==> config.mk <==
export PLATFORM = sky130hd
export DESIGN_NAME = mul_booth4_iter
export DESIGN_NICKNAME = d
export VERILOG_FILES = /design/src/rtl/mul_booth4_iter.sv
export SDC_FILE = /design/constraint.sdc
export NUM_CORES = 2
export LEC_CHECK = 0
export CAP_MARGIN = 40
export CORE_ASPECT_RATIO = 1.2
export CORE_UTILIZATION = 57
export DETAILED_ROUTE_END_ITERATION = 6
export DONT_BUFFER_PORTS = 1
export GPL_TIMING_DRIVEN = 0
export HOLD_SLACK_MARGIN = 0.15
export PLACE_DENSITY = 0.81
export SYNTH_ARGS = -nofsm -noshare
export SYNTH_HDL_FRONTEND = slang
export SYNTH_SLANG_ARGS = --single-unit
==> constraint.sdc <==
create_clock -name clk -period 16.6 [get_ports clk]
set_clock_uncertainty 0.15 [all_clocks]
set_input_delay 1.66 -clock clk [delete_from_list [all_inputs] [get_ports clk]]
set_output_delay 1.66 -clock clk [all_outputs]
set_load 0.02 [all_outputs]
==> src/rtl/mul_booth4_iter.sv <==
// Iterative radix-4 Booth multiplier: two partial products per cycle are folded into a
// redundant sum/carry accumulator by a 4:2 compressor, then resolved by one final add.
module mul_booth4_iter #(
  parameter int unsigned DATA_WIDTH = 64
) (
  input  logic                  clk,
  input  logic                  rst,
  input  logic                  flush,
  input  logic                  mul_valid,
  output logic                  mul_ready,
  input  logic [DATA_WIDTH-1:0] mul_a,
  input  logic [DATA_WIDTH-1:0] mul_b,
  input  logic                  mul_a_signed,
  input  logic                  mul_b_signed,
  input  logic                  mul_high,
  output logic                  res_valid,
  input  logic                  res_ready,
  output logic [DATA_WIDTH-1:0] result
);

  localparam int unsigned W         = DATA_WIDTH;
  localparam int unsigned XW        = W + 2;
  localparam int unsigned PW        = 2 * W;
  localparam int unsigned NumDigits = W / 2 + 1;
  localparam int unsigned NumIter   = (NumDigits + 1) / 2;
  localparam int unsigned CntW      = $clog2(NumIter + 1);
  // Wide enough that the (zeroed) digit past the end can still be sliced safely.
  localparam int unsigned BPadW     = 4 * NumIter + 1;

  typedef enum logic [1:0] {StIdle, StCalc, StAdd, StDone} state_e;

  state_e          state_q, state_d;
  logic [XW-1:0]   a_q, b_q;
  logic            high_q;
  logic [PW-1:0]   s_q, c_q, s_d, c_d;
  logic [CntW-1:0] cnt_q;
  logic [W-1:0]    result_q;
  logic            res_valid_q;

  logic [BPadW-1:0] b_pad;
  logic [PW-1:0]    a_wide, pp0, pp1, s1, c1, prod;
  logic [CntW:0]    idx0, idx1;

  function automatic logic [PW-1:0] booth_pp(input logic [2:0] bits, input logic [PW-1:0] a);
    logic [PW-1:0] pp;
    pp = '0;
    case (bits)
      3'b001, 3'b010: pp = a;
      3'b011:         pp = a << 1;
      3'b100:         pp = -(a << 1);
      3'b101, 3'b110: pp = -a;
      default:        pp = '0;
    endcase
    return pp;
  endfunction

  // State register.
  always_ff @(posedge clk) begin
    if (rst) begin
      state_q <= StIdle;
    end else begin
      state_q <= state_d;
    end
  end

  // Next-state logic; flush outranks everything.
  always_comb begin
    state_d = state_q;
    if (flush) begin
      state_d = StIdle;
    end else begin
      unique case (state_q)
        StIdle: if (mul_valid) state_d = StCalc;
        StCalc: if (cnt_q == CntW'(NumIter - 1)) state_d = StAdd;
        StAdd:  state_d = StDone;
        StDone: if (res_ready) state_d = StIdle;
        default: state_d = StIdle;
      endcase
    end
  end

  // Output decode.
  always_comb begin
    mul_ready = (state_q == StIdle);
    res_valid = res_valid_q;
    result    = result_q;
  end

  // Partial products and 4:2 compression (two chained carry-save levels).
  always_comb begin
    b_pad  = '0;
    b_pad[XW:0] = {b_q, 1'b0};
    a_wide = {{(PW - XW){a_q[XW-1]}}, a_q};
    idx0   = {cnt_q, 1'b0};
    idx1   = idx0 + (CntW + 1)'(1);
    pp0    = '0;
    pp1    = '0;
    if (idx0 < (CntW + 1)'(NumDigits)) begin
      pp0 = booth_pp(b_pad[{idx0, 1'b0} +: 3], a_wide) << {idx0, 1'b0};
    end
    if (idx1 < (CntW + 1)'(NumDigits)) begin
      pp1 = booth_pp(b_pad[{idx1, 1'b0} +: 3], a_wide) << {idx1, 1'b0};
    end
    s1   = pp0 ^ pp1 ^ s_q;
    c1   = ((pp0 & pp1) | (pp0 & s_q) | (pp1 & s_q)) << 1;
    s_d  = s1 ^ c1 ^ c_q;
    c_d  = ((s1 & c1) | (s1 & c_q) | (c1 & c_q)) << 1;
    prod = s_q + c_q;
  end

  // Datapath registers.
  always_ff @(posedge clk) begin
    if (rst) begin
      a_q         <= '0;
      b_q         <= '0;
      high_q      <= 1'b0;
      s_q         <= '0;
      c_q         <= '0;
      cnt_q       <= '0;
      result_q    <= '0;
      res_valid_q <= 1'b0;
    end else if (flush) begin
      res_valid_q <= 1'b0;
    end else begin
      unique case (state_q)
        StIdle: begin
          if (mul_valid) begin
            a_q    <= {{2{mul_a_signed & mul_a[W-1]}}, mul_a};
            b_q    <= {{2{mul_b_signed & mul_b[W-1]}}, mul_b};
            high_q <= mul_high;
            s_q    <= '0;
            c_q    <= '0;
            cnt_q  <= '0;
          end
        end
        StCalc: begin
          s_q   <= s_d;
          c_q   <= c_d;
          cnt_q <= cnt_q + CntW'(1);
        end
        StAdd: begin
          result_q    <= high_q ? prod[PW-1:W] : prod[W-1:0];
          res_valid_q <= 1'b1;
        end
        StDone: begin
          if (res_ready) res_valid_q <= 1'b0;
        end
        default: ;
      endcase
    end
  end

endmodule

==> results of run 1 <==
## layer usage
metal | overflow | track usage [%]
met5 | 2 | 23.79
met4 | 433 | 76.50
met2 | 940 | 98.26
met1 | 10 | 81.35
met3 | 42 | 63.89
## through the flow
stage	hold slack (ns)	utilization, %	area (µm²)	cells	worst slack [ns]
3_3_place_gp	0.2891	59.27	46180	6904	7.880
4_1_cts	0.3059	62.66	48820	7093	8.575
2_1_floorplan	0.2825	-	44890	5878	11.36
3_5_place_dp	0.2939	60.49	47130	7002	8.580
## cells in the mapped netlist, drive strengths merged (40+ instances only)
cell	count
nor2	692
nand2	691
a21oi	568
dfxtp	457
clkbuf	444
o21ai	396
a22oi	310
fa	251
mux2i	149
xnor2	149
ha	135
nor3	107
buf	98
o22ai	96
a211oi	87
nand3	82
a221oi	79
nand4	79
inv	72
a21o	69
xor2	63
a31oi	60
mux2	56
o211ai	50
a221o	49
o21bai	46
nor4	40
## cell families after synthesis
logic type	after synthesis	synth area share (%)
muxes	234	6.182
and+or+nand+nor	1880	18.47
DFF	457	20.38
AOI/OAI and AO/OA	2094	30.51
adders and majority gates	386	14.95
xor gates and xnor gates	212	4.136
buffers and inverters	615	5.368
==> out/qor.txt, run 1 <==
Status = did not finish
Stopping stage = 5_1_grt
Tool Error = [ERROR GRT-0116] Global routing finished with congestion. Check the congestion regions in the DRC Viewer.
Largest net degree at the start of global routing = 15
Std-Cell Rows = 112
Die width = 258.2 µm
First-pass GRT wire length = 484400 µm
Top post-synthesis cells by area = dfxtp_1 (20%), fa_1 (11%), a21oi_1 (6.3%), nand2_1 (5.8%), nor2_1 (5.8%)
Synth warn = 0
Setup Fix Bufs, Post-CTS = 0
Post-cts resize count = 0
TritonCTS Buffers = 50
I/O pin cnt = 202
Async set or reset register ratio after synthesis = 0%
DP Wirelength = 214300 µm
Chip height = 309.4 µm
Post-synth top area share = 20.38%
Routability cong. = 1.445
Post-synth design cell area = 44890 µm²
CTS H-Tree Depth = 2
Register area share after synthesis = 20.38%
Gate Count Post-Synth = 5878
Post-synth EDFFs = 0
Mean Syn Cell Area = 7.638 µm²
Gr usage total = 80.04%
Most used DFF post-synth = dfxtp_1
Initial Utilization = 57.62%
GRT Residual Overflow = 1427
Hold-fix buffers, CTS = 0
Synth area leader = dfxtp_1
Number of global-route vias before repair = 59750
IO buf count = 0
Unique masters post-synth = 102
Clk sink count = 457
Flops & latches, synth = 457
Max clock buf depth = 3
Root Driver = clkbuf_16
Syn_nets = 6400
==> inputs of run 2 (changes only) <==
CORE_ASPECT_RATIO = unset   (was 1.2)
CORE_UTILIZATION = 40   (was 57)
HOLD_SLACK_MARGIN = unset   (was 0.15)
PLACE_DENSITY = unset   (was 0.81)
PLACE_DENSITY_LB_ADDON = 0.15   (was unset)
==> out/qor.txt, run 2 <==
Fin crit share = 53.54%
Max clock buf depth = 3 (unchanged)
Post-cts resize count = 0 (unchanged)
Min Hold Slack = 0.3051 ns
Root Driver = clkbuf_16
Top Registers = s_q: 128 flops, c_q: 126 flops
Clk pin slew, worst setup/hold paths = 0.07 ns
Switching Power = 1.394 mW
Gate Count Post-Synth = 5878 (unchanged)
Die width = 337.0 µm (+31%)
Cell Pwr Density = 68.34 nW/µm²
Gate power share = 31.7%
Placed cell count = 7596 (+8.5%)
RSZ-0062 raised after global routing = false
DRT Pass-1 Iters = 7
Max reg flops = 128
Core ar. = 111000 µm²
Final Cell Area = 51400 µm²
Register area share after synthesis = 20.38% (unchanged)
Total negative slack = 0 ns
Vias after detailed routing = 56190
I/O pin cnt = 202 (unchanged)
Setup Fix Bufs, Post-CTS = 0 (unchanged)
Worst reg-to-reg path cell count = 21
Top reg by flops = s_q
Synth warn = 0 (unchanged)
Hold_sp = b_q[25]
Most used cell along the critical path = nor2_1
Hold WC Path Type = flop to flop
Commonest non-fill, non-tap cell in the layout = nand2_1
Worst Setup End Kind = flop
Post-synth EDFFs = 0 (unchanged)
Critical Path AT = 9.32 ns
Most used DFF post-synth = dfxtp_1
CP Data Required Time = 17.04 ns
Crit Path Max Fanout = 10
Routed wire per std cell = 41.34 µm
Worst skew pair latency = 0.73 ns
Capture point of the worst reg-to-reg path = s_q[39]
Finish-stage setup viols = 0
Hold-fix buffers, CTS = 0 (unchanged)
Reg2Reg Setup Slack = 7.71 ns
Post-synth top area share = 20.38% (unchanged)
Crit Path Class = flop to flop
TritonCTS Buffers = 52 (+4.0%)
Nets = 6742
DP Wirelength = 259300 µm (+21%)
Flops & latches, synth = 457 (unchanged)
Layout Utilization = 46.32%
Syn_nets = 6400 (unchanged)
Leakage dissipation = 20.07 nW
GRT Residual Overflow = 0
CP cell instances = buf_2, buf_2, or3_1, nor2_1, buf_4, nand2_1, clkbuf_1, nand4_1, clkbuf_1, nor2_1, a211oi_2, mux2i_1, mux2i_1, buf_4, nand2_1, nand3_1, a21oi_1, fa_1, fa_1, a22oi_1, nor2_1
Largest net degree at the start of global routing = 15
Sw frac = 39.70%
Final hold violation count = 0
Vias per std cell = 7.219
Tightest Pin Transition = 1.496 ns
Unique masters post-synth = 102 (unchanged)
Chip height = 337.0 µm (+8.9%)
Max-Cap Viols = 0
Critical Path Stages = 21
Number of global-route vias before repair = 51870
Failing checks = design-rule violations
Final slew viol count = 0
Post-synth design cell area = 44890 µm² (unchanged)
Clock power frac = 35.9%
Drt initial violations = 9302
Relative slew slack = 0.2389%
# DRC = 36
Crit path from = cnt_q[0]
Register area = 9149 µm²
Final WL = 321800 µm
Worst Path Buf+Inv = 6
CP max stage delay = 0.88 ns
Async set or reset register ratio after synthesis = 0% (unchanged)
Initial Utilization = 40.45% (-17 points)
Top-count cell post-synth = nand2_1
Slowest cell on crit path = nand4_1
CTS tree = built
Most frequent cells in the layout = nand2_1 (691), nor2_1 (690), a21oi_1 (565), dfxtp_1 (457), clkbuf_1 (454)
Status = complete, but fails checks
Die ar. = 113600 µm²
Non-Filler Instances = 7784
Gr usage total = 55.88%
CTS H-Tree Depth = 2 (unchanged)
CP top delay family = simple AND/OR/NAND/NOR gates
F_max = 0.1125 GHz
Ratio of cells with drive above 1 in the final layout = 9.388%
P&R area growth vs syn = 14.49%
Footprint of the multi-input gates = 33410 µm²
CP Launch Type = flop
Routability cong. = 1.167 (-19%)
Initial antenna violation count = 38
Hold Path Sink = b_q[25]
Post-route ant nets = 0
Synth area leader = dfxtp_1
IO buf count = 0 (unchanged)
Top post-synthesis cells by area = dfxtp_1 (20%), fa_1 (11%), a21oi_1 (6.3%), nand2_1 (5.8%), nor2_1 (5.8%)
Period minus WS final = 8.888 ns
First-pass GRT wire length = 437600 µm
Post-synth top cells = nand2_1 (691), nor2_1 (690), a21oi_1 (567), dfxtp_1 (457), clkbuf_1 (443)
Sequential power share = 32.3%
Worst reg2reg path startpoint = cnt_q[0]
Placed cell area = 49080 µm² (+4.1%)
Worst VDD drop = 0.00008768 V
Std-Cell Rows = 122 (+8.9%)
Clk sink count = 457 (unchanged)
Mean Syn Cell Area = 7.638 µm² (unchanged)
Internal power = 2.118 mW
Filler cells = 10970
Worst Hold Depth = 2
run 2: worst min-delay path, cell delays in order, from the launching register on:
cell and delay [ns]:
dfxtp_1 0.31, nand2_1 0.05, a21oi_1 0.05
run 2: worst max-delay path by stage:
stage                    end  slack [ns]
detailed placement   s_q[74]        7.99
finish               s_q[39]        7.71
floorplan            s_q[46]       11.36
global placement    s_q[107]        6.24
CTS                  s_q[74]        7.96
global route        s_q[101]        7.81
run 2: power groups by stage:
stage / registers [mW] / clock network [mW] / logic [mW]
finish: 1.14 / 1.26 / 1.11
global route: 1.14 / 1.29 / 1.11
detailed placement: 1.16 / 0 / 0.997
CTS: 1.14 / 1.25 / 1.00
floorplan: 1.15 / 0 / 0.538
global placement: 1.16 / 0 / 0.943
run 2: cell type report:
type | instances | area share (%)
multi-input cells | 4806 | 65.00
inverters | 73 | 0.5331
clock buffers | 71 | 2.826
clock inverters | 26 | 0.6694
diodes | 33 | 0.1607
plain buffers | 542 | 4.155
well taps | 1488 | 3.622
repair buffers | 288 | 5.231
flip-flops and latches | 457 | 17.80
run 2: per-layer routing:
metal	share of wire, %	up-vias	GRT usage, %
met5	0.045	-	1.957
met4	14	14	62.62
met3	13	1940	23.63
met2	41	5413	80.12
met1	32	26560	58.19
li1	-	22270	-
run 2: through the flow:
step | setup WS, ns | total power [mW]
floorplan | 11.36 | 1.691
detailed placement | 7.987 | 2.156
global placement | 6.241 | 2.101
global route | 7.809 | 3.542
finish | 7.712 | 3.513
CTS | 7.957 | 3.385
run 2: cells by family after synthesis:
group	after synthesis	synth area share (%)
mux	234	6.182
flops	457	20.38
fa+ha+maj	386	14.95
buf+inv	615	5.368
xor+xnor	212	4.136
compound gates	2094	30.51
simple gates	1880	18.47
Note: power is estimated with default switching activity, not from simulation.
